[src/rtl/neuron_out_arbiter.sv]
// Round-robin arbiter that pulls one 8-bit serial word at a time from four
// neuron OUT channels, buffers it, and replays it downstream tagged with its source port.
module neuron_out_arbiter #(
  parameter int unsigned TIMEOUT = 16
) (
  input  logic       CLK,
  input  logic       RSTB,
  input  logic [3:0] MASK,
  output logic [3:0] N_REQ,
  input  logic [3:0] N_ACK,
  input  logic [3:0] N_DATA,
  input  logic       DN_REQ,
  output logic       DN_ACK,
  output logic       DN_DATA,
  output logic [1:0] DN_ID,
  output logic       BUSY,
  output logic [7:0] SKIP_CNT
);

  typedef enum logic [2:0] {IDLE, GRANT, RECV, HOLD, SEND} state_t;

  state_t     state, state_n;
  logic [1:0] ptr, ptr_n, sel, sel_n, pick;
  logic       found;
  logic [7:0] wait_cnt, wait_n, wbuf, wbuf_n, skip_n;
  logic [2:0] bit_cnt, bit_n;
  logic [3:0] n_req_n;
  logic       dn_ack_n, dn_data_n;
  logic [1:0] dn_id_n;

  // First enabled port after the last serviced one; i==4 wraps back onto ptr.
  always_comb begin
    pick  = ptr;
    found = 1'b0;
    for (int unsigned i = 1; i <= 4; i++) begin
      if (!found && MASK[ptr + 2'(i)]) begin
        pick  = ptr + 2'(i);
        found = 1'b1;
      end
    end
  end

  always_comb begin
    state_n   = state;
    ptr_n     = ptr;
    sel_n     = sel;
    wait_n    = wait_cnt;
    wbuf_n    = wbuf;
    bit_n     = bit_cnt;
    skip_n    = SKIP_CNT;
    n_req_n   = N_REQ;
    dn_ack_n  = 1'b0;
    dn_data_n = DN_DATA;
    dn_id_n   = DN_ID;
    case (state)
      IDLE: begin
        if (found) begin
          sel_n   = pick;
          n_req_n = 4'(1) << pick;
          wait_n  = '0;
          state_n = GRANT;
        end
      end
      GRANT: begin
        // An ACK on the timeout edge still wins.
        if (N_ACK[sel]) begin
          wbuf_n[0] = N_DATA[sel];
          n_req_n   = '0;
          bit_n     = 3'd1;
          state_n   = RECV;
        end else if (wait_cnt == 8'(TIMEOUT - 1)) begin
          n_req_n = '0;
          ptr_n   = sel;
          skip_n  = (SKIP_CNT == 8'hFF) ? SKIP_CNT : SKIP_CNT + 8'd1;
          state_n = IDLE;
        end else begin
          wait_n = wait_cnt + 8'd1;
        end
      end
      RECV: begin
        wbuf_n[bit_cnt] = N_DATA[sel];
        bit_n           = bit_cnt + 3'd1;
        if (bit_cnt == 3'd7) state_n = HOLD;
      end
      HOLD: begin
        if (DN_REQ) begin
          dn_ack_n  = 1'b1;
          dn_data_n = wbuf[0];
          dn_id_n   = sel;
          bit_n     = 3'd1;
          state_n   = SEND;
        end
      end
      SEND: begin
        // bit_cnt wraps to 0 once bit 7 has been on the line for a cycle.
        if (bit_cnt == 3'd0) begin
          dn_data_n = 1'b0;
          ptr_n     = sel;
          state_n   = IDLE;
        end else begin
          dn_data_n = wbuf[bit_cnt];
          bit_n     = bit_cnt + 3'd1;
        end
      end
      default: state_n = IDLE;
    endcase
  end

  always_ff @(posedge CLK or negedge RSTB) begin
    if (!RSTB) begin
      state    <= IDLE;
      ptr      <= 2'd3;
      sel      <= '0;
      wait_cnt <= '0;
      wbuf     <= '0;
      bit_cnt  <= '0;
      SKIP_CNT <= '0;
      N_REQ    <= '0;
      DN_ACK   <= 1'b0;
      DN_DATA  <= 1'b0;
      DN_ID    <= '0;
      BUSY     <= 1'b0;
    end else begin
      state    <= state_n;
      ptr      <= ptr_n;
      sel      <= sel_n;
      wait_cnt <= wait_n;
      wbuf     <= wbuf_n;
      bit_cnt  <= bit_n;
      SKIP_CNT <= skip_n;
      N_REQ    <= n_req_n;
      DN_ACK   <= dn_ack_n;
      DN_DATA  <= dn_data_n;
      DN_ID    <= dn_id_n;
      BUSY     <= (state_n != IDLE);
    end
  end

endmodule

[config.mk]
export PLATFORM = sky130hd
export DESIGN_NAME = neuron_out_arbiter
export DESIGN_NICKNAME = d
export VERILOG_FILES = /design/src/rtl/neuron_out_arbiter.sv
export SDC_FILE = /design/constraint.sdc
export NUM_CORES = 1
export LEC_CHECK = 0
export ABC_AREA = 1
export CAP_MARGIN = 30
export CELL_PAD_IN_SITES_DETAIL_PLACEMENT = 1
export CELL_PAD_IN_SITES_GLOBAL_PLACEMENT = 2
export CORE_MARGIN = 2
export CORE_UTILIZATION = 32
export DETAILED_ROUTE_END_ITERATION = 10
export GPL_TIMING_DRIVEN = 0
export HOLD_SLACK_MARGIN = 0.12
export PLACE_DENSITY_LB_ADDON = 0.12
export SYNTH_ARGS = -nofsm -noshare
export SYNTH_HDL_FRONTEND = slang
export SYNTH_SLANG_ARGS = --single-unit
export TNS_END_PERCENT = 20
[constraint.sdc]
create_clock -name CLK -period 1.8 [get_ports CLK]
set_input_delay 0.36 -clock CLK [delete_from_list [all_inputs] [get_ports CLK]]
set_output_delay 0.36 -clock CLK [all_outputs]
set_load 0.005 [all_outputs]
==> After elaboration in Yosys (flattened, before gate mapping) <==
Index checks and enable logic that the tools add are counted.
Widths: inputs -> output; s select.
{ "word_totals": {"ff_bits": 43, "inputBits": 15, "out_inout_bits": 17, "word_cells": 124} }
{ "classes": {"addsub": 6, "magnitude_cmp": 7, "n_eq_ne": 16, "shift": 1, "n_mux": 55, "bitwise_logic": 2, "n_reduce_logical": 24} }
{ "op_table": {"columns": ["operator", "count"], "rows": [
  ["$mux 3", 9],
  ["$mux 8", 3],
  ["$mux 1", 17],
  ["$add 8x1->8 const B", 2],
  ["$ne 2x2->1 const B", 8],
  ["$pmux 8 s2", 1],
  ["$reduce_and 4->1", 4],
  ["$lt 2x3->1 const B", 5],
  ["$pmux 3 s5", 1],
  ["$mux 2", 7],
  ["$bmux 1 s2", 6],
  ["$mux 4", 3],
  ["$pmux 3 s4", 1],
  ["$bwmux 8", 1],
  ["$eq 8x4->1 const B", 1],
  ["$eq 8x8->1 const B", 1],
  ["$pmux 4 s2", 1],
  ["$reduce_and 2->1", 4],
  ["$reduce_bool 2->1", 4],
  ["$eq 3x2->1 const B", 2],
  ["$eq 3x3->1 const B", 2],
  ["$logic_not 3->1", 2],
  ["$add 2x2->2 const B", 2],
  ["$logic_and 1x1->1", 4],
  ["other kinds (16)", 20]
]} }

==> Logic depth before layout (Yosys ltp) <==
{ "logic_depth": {"depth_word": 16, "ltp_mapped": 12, "ltp_nobuf": 12} }

==> Worst setup path after synthesis <==
No wires, ideal clock.
{ "synth_timing": {"path_kind": "flip-flop to flip-flop", "from": "register ptr[0]", "to": "register wait_cnt[3]", "setup_ps": 117, "arrival_ps": 1380, "t_required_ps": 1683, "slack_ps": 302, "stages_incl_launch_ff": 12, "path_buffers": 2, "synth_period_minus_slack_ps": 1498, "cell_sequence": "dfstp_2 -> buf_6 -> nand2_1 -> nand3_1 -> nand2_1 -> nand2_2 -> inv_2 -> nand2_2 -> nand2_4 -> buf_8 -> nand3_1 -> nand2_1"} }
{ "synth_via": {"elab_chain_cells": 15, "word_cells_on_any_way": 23, "classes_between": "add/sub (3); eq/ne (1); mux (12); reduce/logical (7)"} }
{ "synth_lines": {"columns": ["element", "line", "text"], "rows": [
  ["start: declaration", "23", "logic [1:0] ptr, ptr_n, sel, sel_n, pick;"],
  ["start signal: assignment", "125", "ptr <= ptr_n;"],
  ["$add 2x1->2", "36", "if (!found && MASK[ptr + 2'(i)]) begin"],
  ["$bmux 1 s2", "36", null],
  ["$mux 1 (implied by the code)", "36", null],
  ["$mux 1", "36", null],
  ["$logic_not 1->1", "36", null],
  ["$logic_and 1x1->1", "36", null],
  ["$mux 1", "36", null],
  ["$logic_not 1->1", "36", null],
  ["$logic_and 1x1->1", "36", null],
  ["$mux 1", "36", null],
  ["$logic_not 1->1", "36", null],
  ["$logic_and 1x1->1", "36", null],
  ["$mux 1 *", "36", null],
  ["$ne 2x2->1 (no line) *", null, null],
  ["$reduce_and 4->1 (no line) *", null, null],
  ["end signal: assignment", "127", "wait_cnt <= wait_n;"],
  ["end: declaration", "25", "logic [7:0] wait_cnt, wait_n, wbuf, wbuf_n, skip_n;"]
]} }
Every way passes the cells marked *; elsewhere a longest branch is shown, timed or not. The select of a mux whose other input is x is not followed.
A chain may end at the register's enable or synchronous reset.

==> Worst setup path after layout <==
{ "layout_timing": {"from": "register wait_cnt[0]", "to": "register SKIP_CNT[0]"} }
{ "layout_via": {"elab_chain_cells": 2} }
{ "layout_lines": {"columns": ["element", "line", "text"], "rows": [
  ["$eq 8x4->1", "71", "end else if (wait_cnt == 8'(TIMEOUT - 1)) begin"],
  ["$reduce_and 4->1 (no line)", null, null],
  ["end signal: assignment", "130", "SKIP_CNT <= skip_n;"],
  ["end: declaration", "17", "output logic [7:0] SKIP_CNT"]
]} }
Every way passes these cells.

==> impl_metrics.json <==
{
  "outcome": "completed",
  "path_buf_inv": 1,
  "clk_latency_ps": 300,
  "slowest_stage": "dfrtp_1",
  "area_delta_synth_final_pct": 24.63,
  "viasPerCell": 4.764,
  "min_period_over_period_pct": 93.12,
  "clock_skew_ps": 10.99,
  "crit_required_ps": 2030,
  "slowest_delay_ps": 390,
  "syn_area_mm2": 0.002565,
  "max-slew-margin-rel_pct": 64.83,
  "start_util_pct": 33.19,
  "holdPathStages": 2,
  "die-area_mm2": 0.008748,
  "routabilityCongestion": 0.7350,
  "drv_cap": 0,
  "crit_path_start_kind": "flop",
  "drt-initial-drc-count": 54,
  "p_leak_nw": 1.506,
  "drt.antenna.violating_nets": 0,
  "route.detailed.drc": 0,
  "crit_path_end_kind": "flop",
  "antenna_found_initial": 0,
  "yosysTopAreaCellShare_pct": 40.00,
  "final.setup.worst_slack_ps": 123.8,
  "ios": 32,
  "clk_pin_slew_ps": 90,
  "synth_flop_cell": "dfrtp_1",
  "grt_max_degree": 24,
  "grt_pass1_vias": 2463,
  "rsz0062_at_grt": "yes",
  "crit_type": "flop to flop",
  "switching_share_pct": 46.43,
  "worstPathMaxFanout": 5,
  "synthArstFlopShare_pct": 100.0,
  "path_cells": "ha_1 > nand3_2 > nor2_4 > nand2_2 > nor2_4 > buf_4 > xor2_1",
  "cp.depth": 7,
  "switchingPower_w": 0.002198,
  "power_density_mw_per_mm2": 1481,
  "drive_above_1_share_pct": 13.45,
  "place_ws_ps": -147.9,
  "synth_edf_count": 0,
  "fillers": 981,
  "p_clk_share_pct": 16.3,
  "finalCriticalPeriod_ps": 1676,
  "io_buffers": 31,
  "yosys_warnings": 0,
  "crit_arrival_ps": 1900,
  "maxSlewViolCount": 0,
  "core-area_mm2": 0.007727,
  "setup_viol": 0,
  "irDropWorstVdd_mv": 0.4773,
  "synth_seq_cells": 43,
  "syn_inst": 351,
  "p_total_w": 0.004735,
  "grt_overflow": 0,
  "critical-path-top-delay-family": "simple AND/OR/NAND/NOR gates",
  "grt_pass1_wl_mm": 11.68,
  "seq_area_mm2": 0.001079,
  "pwr-share-comb_pct": 52.7,
  "clock_sinks": 43,
  "htreeDepth": 2,
  "dieWidth_um": 93.53,
  "syn-num-nets": 371,
  "root_buffer": "clkbuf_8",
  "hpwl_mm": 5.082,
  "reg2regPathDepth": 7,
  "wl_per_cell_um": 13.43,
  "crit_top_cell": "nor2_4",
  "synthTopCellsByArea": "dfrtp_1, nand2_1, nand3_1",
  "worst_pin_slew_ps": 527.6,
  "finalNetCount": 413,
  "synth_common_cells": "nand2_1, dfrtp_1, nand3_1",
  "via_count": 2363,
  "diodes": 0,
  "pwr-share-seq_pct": 31.1,
  "multi_input_area_mm2": 0.001340,
  "ys_seq_area_share_pct": 42.05,
  "numCtsBuffers": 5,
  "wirelength_mm": 6.660,
  "clk_path_buf_depth": 2,
  "ys_types": 33,
  "synth.most_common_cell": "nand2_1",
  "drtPass1Iterations": 4,
  "hold_class": "flop to flop",
  "syn_avg_cell_area_um2": 7.308,
  "p_int_w": 0.002536,
  "post-synth-top-area-cell": "dfrtp_1",
  "track_usage_pct": 16.60,
  "clock.fmax_mhz": 596.6,
  "die_h_um": 93.53,
  "cts_tree": "yes",
  "hold_violations": 0,
  "rows": 32
}
[worst reg2reg max path, cell delays in order (launching register included)]
cell     delay (ps)
dfrtp_1         390
ha_1            220
nand3_2         140
nor2_4          180
nand2_2         130
nor2_4          230
buf_4           150
xor2_1          150
[stage by stage]
step                hold slack (ps)  instance area, µm²  util (%)  instances  TNS (ps)
global route                  546.0                3197     41.37        496    -11.66
finish                        495.9                3197     41.37        496         0
CTS                           501.0                3142     40.66        494         0
detailed placement            382.4                3018     39.05        485     -1647
global placement              467.5                3003     38.86        484    -42900
floorplan                     64.41                2565         -        351         0
[layout make-up]
cell class / count / share of cell area [%]
multi-input cells: 266 / 41.92
plain buffers: 4 / 1.174
clock inverters: 3 / 1.370
flip-flops and latches: 43 / 33.74
repair buffers: 34 / 10.72
clock buffers: 5 / 2.153
inverters: 39 / 4.931
well taps: 102 / 3.992
[power groups by stage]
stage / Clock, W / Combinational (W) / Sequential (W)
6_report: 0.000771 / 0.00249 / 0.00147
5_1_grt: 0.000851 / 0.00291 / 0.00151
4_1_cts: 0.000806 / 0.00248 / 0.00145
3_5_place_dp: 0 / 0.00247 / 0.00147
3_3_place_gp: 0 / 0.00241 / 0.00146
2_1_floorplan: 0 / 0.00174 / 0.00142
[logic make-up after synthesis]
kind of cell	share of synthesized area, %
fa+ha+maj	2.439
buf+inv	7.073
xor+xnor	2.390
compound gates	7.756
flops	42.05
simple gates	38.29
[sequential cells by signal, summed over array words and instances (netlist names)]
register / cells
SKIP_CNT: 8
wait_cnt: 8
wbuf: 8
N_REQ: 4
bit_cnt: 3
state: 3
DN_ID: 2
ptr: 2
sel: 2
BUSY: 1
DN_ACK: 1
DN_DATA: 1
[final timing paths]
kind / startpoint / endpoint / slack [ps]
setup reg to reg: wait_cnt[0] / SKIP_CNT[0] / 120
hold reg to reg: DN_ID[0] / DN_ID[0] / 500
hold / removal: DN_ID[0] / DN_ID[0] / 500
min in group asynchronous: RSTB / N_REQ[3] / 570
setup / recovery: wait_cnt[0] / SKIP_CNT[0] / 120
max in group asynchronous: RSTB / ptr[1] / 650
[cell usage in the layout, fill, tap and decap left out, types with 2 or more instances in the layout]
| master | netlist | layout |
|---|---|---|
| xor2_1 | 4 | 4 |
| nor2_1 | 26 | 26 |
| a21oi_1 | 13 | 13 |
| nand4_1 | 7 | 7 |
| o21ai_0 | 19 | 16 |
| inv_1 | 31 | 31 |
| nand3_2 | 2 | 3 |
| nor2_2 | 4 | 3 |
| nand2_1 | 113 | 112 |
| clkinvlp_4 | 0 | 2 |
| nand2_4 | 2 | 2 |
| nor4_1 | 6 | 6 |
| nor2_4 | 1 | 3 |
| dfrtp_1 | 41 | 41 |
| nor3_1 | 6 | 5 |
| o21ai_1 | 0 | 3 |
| dfstp_2 | 2 | 2 |
| ha_1 | 5 | 5 |
| xnor2_1 | 3 | 3 |
| clkinv_2 | 0 | 2 |
| clkdlybuf4s50_1 | 0 | 30 |
| nand2_2 | 13 | 14 |
| inv_2 | 5 | 4 |
| clkbuf_8 | 0 | 5 |
| nand3_1 | 33 | 32 |
[what timing repair did]
action                                  CTS  global route
hold endpoints to repair                 20             0
gates cloned                              0             1
endpoints found under the setup margin    2            27
hold buffers                              1             0
buffers inserted                          0             1
resized for setup                         1            13
pin swaps                                 1             1
[routing by layer]
layer	vias to the layer above	part of all wire, %	track usage, %
li1	1224	-	-
met1	1111	49	22.34
met2	23	47	28.18
met3	5	3.2	2.820
met4	0	0.86	3.382
met5	-	0	0
Power figures use the tool's default switching activity.
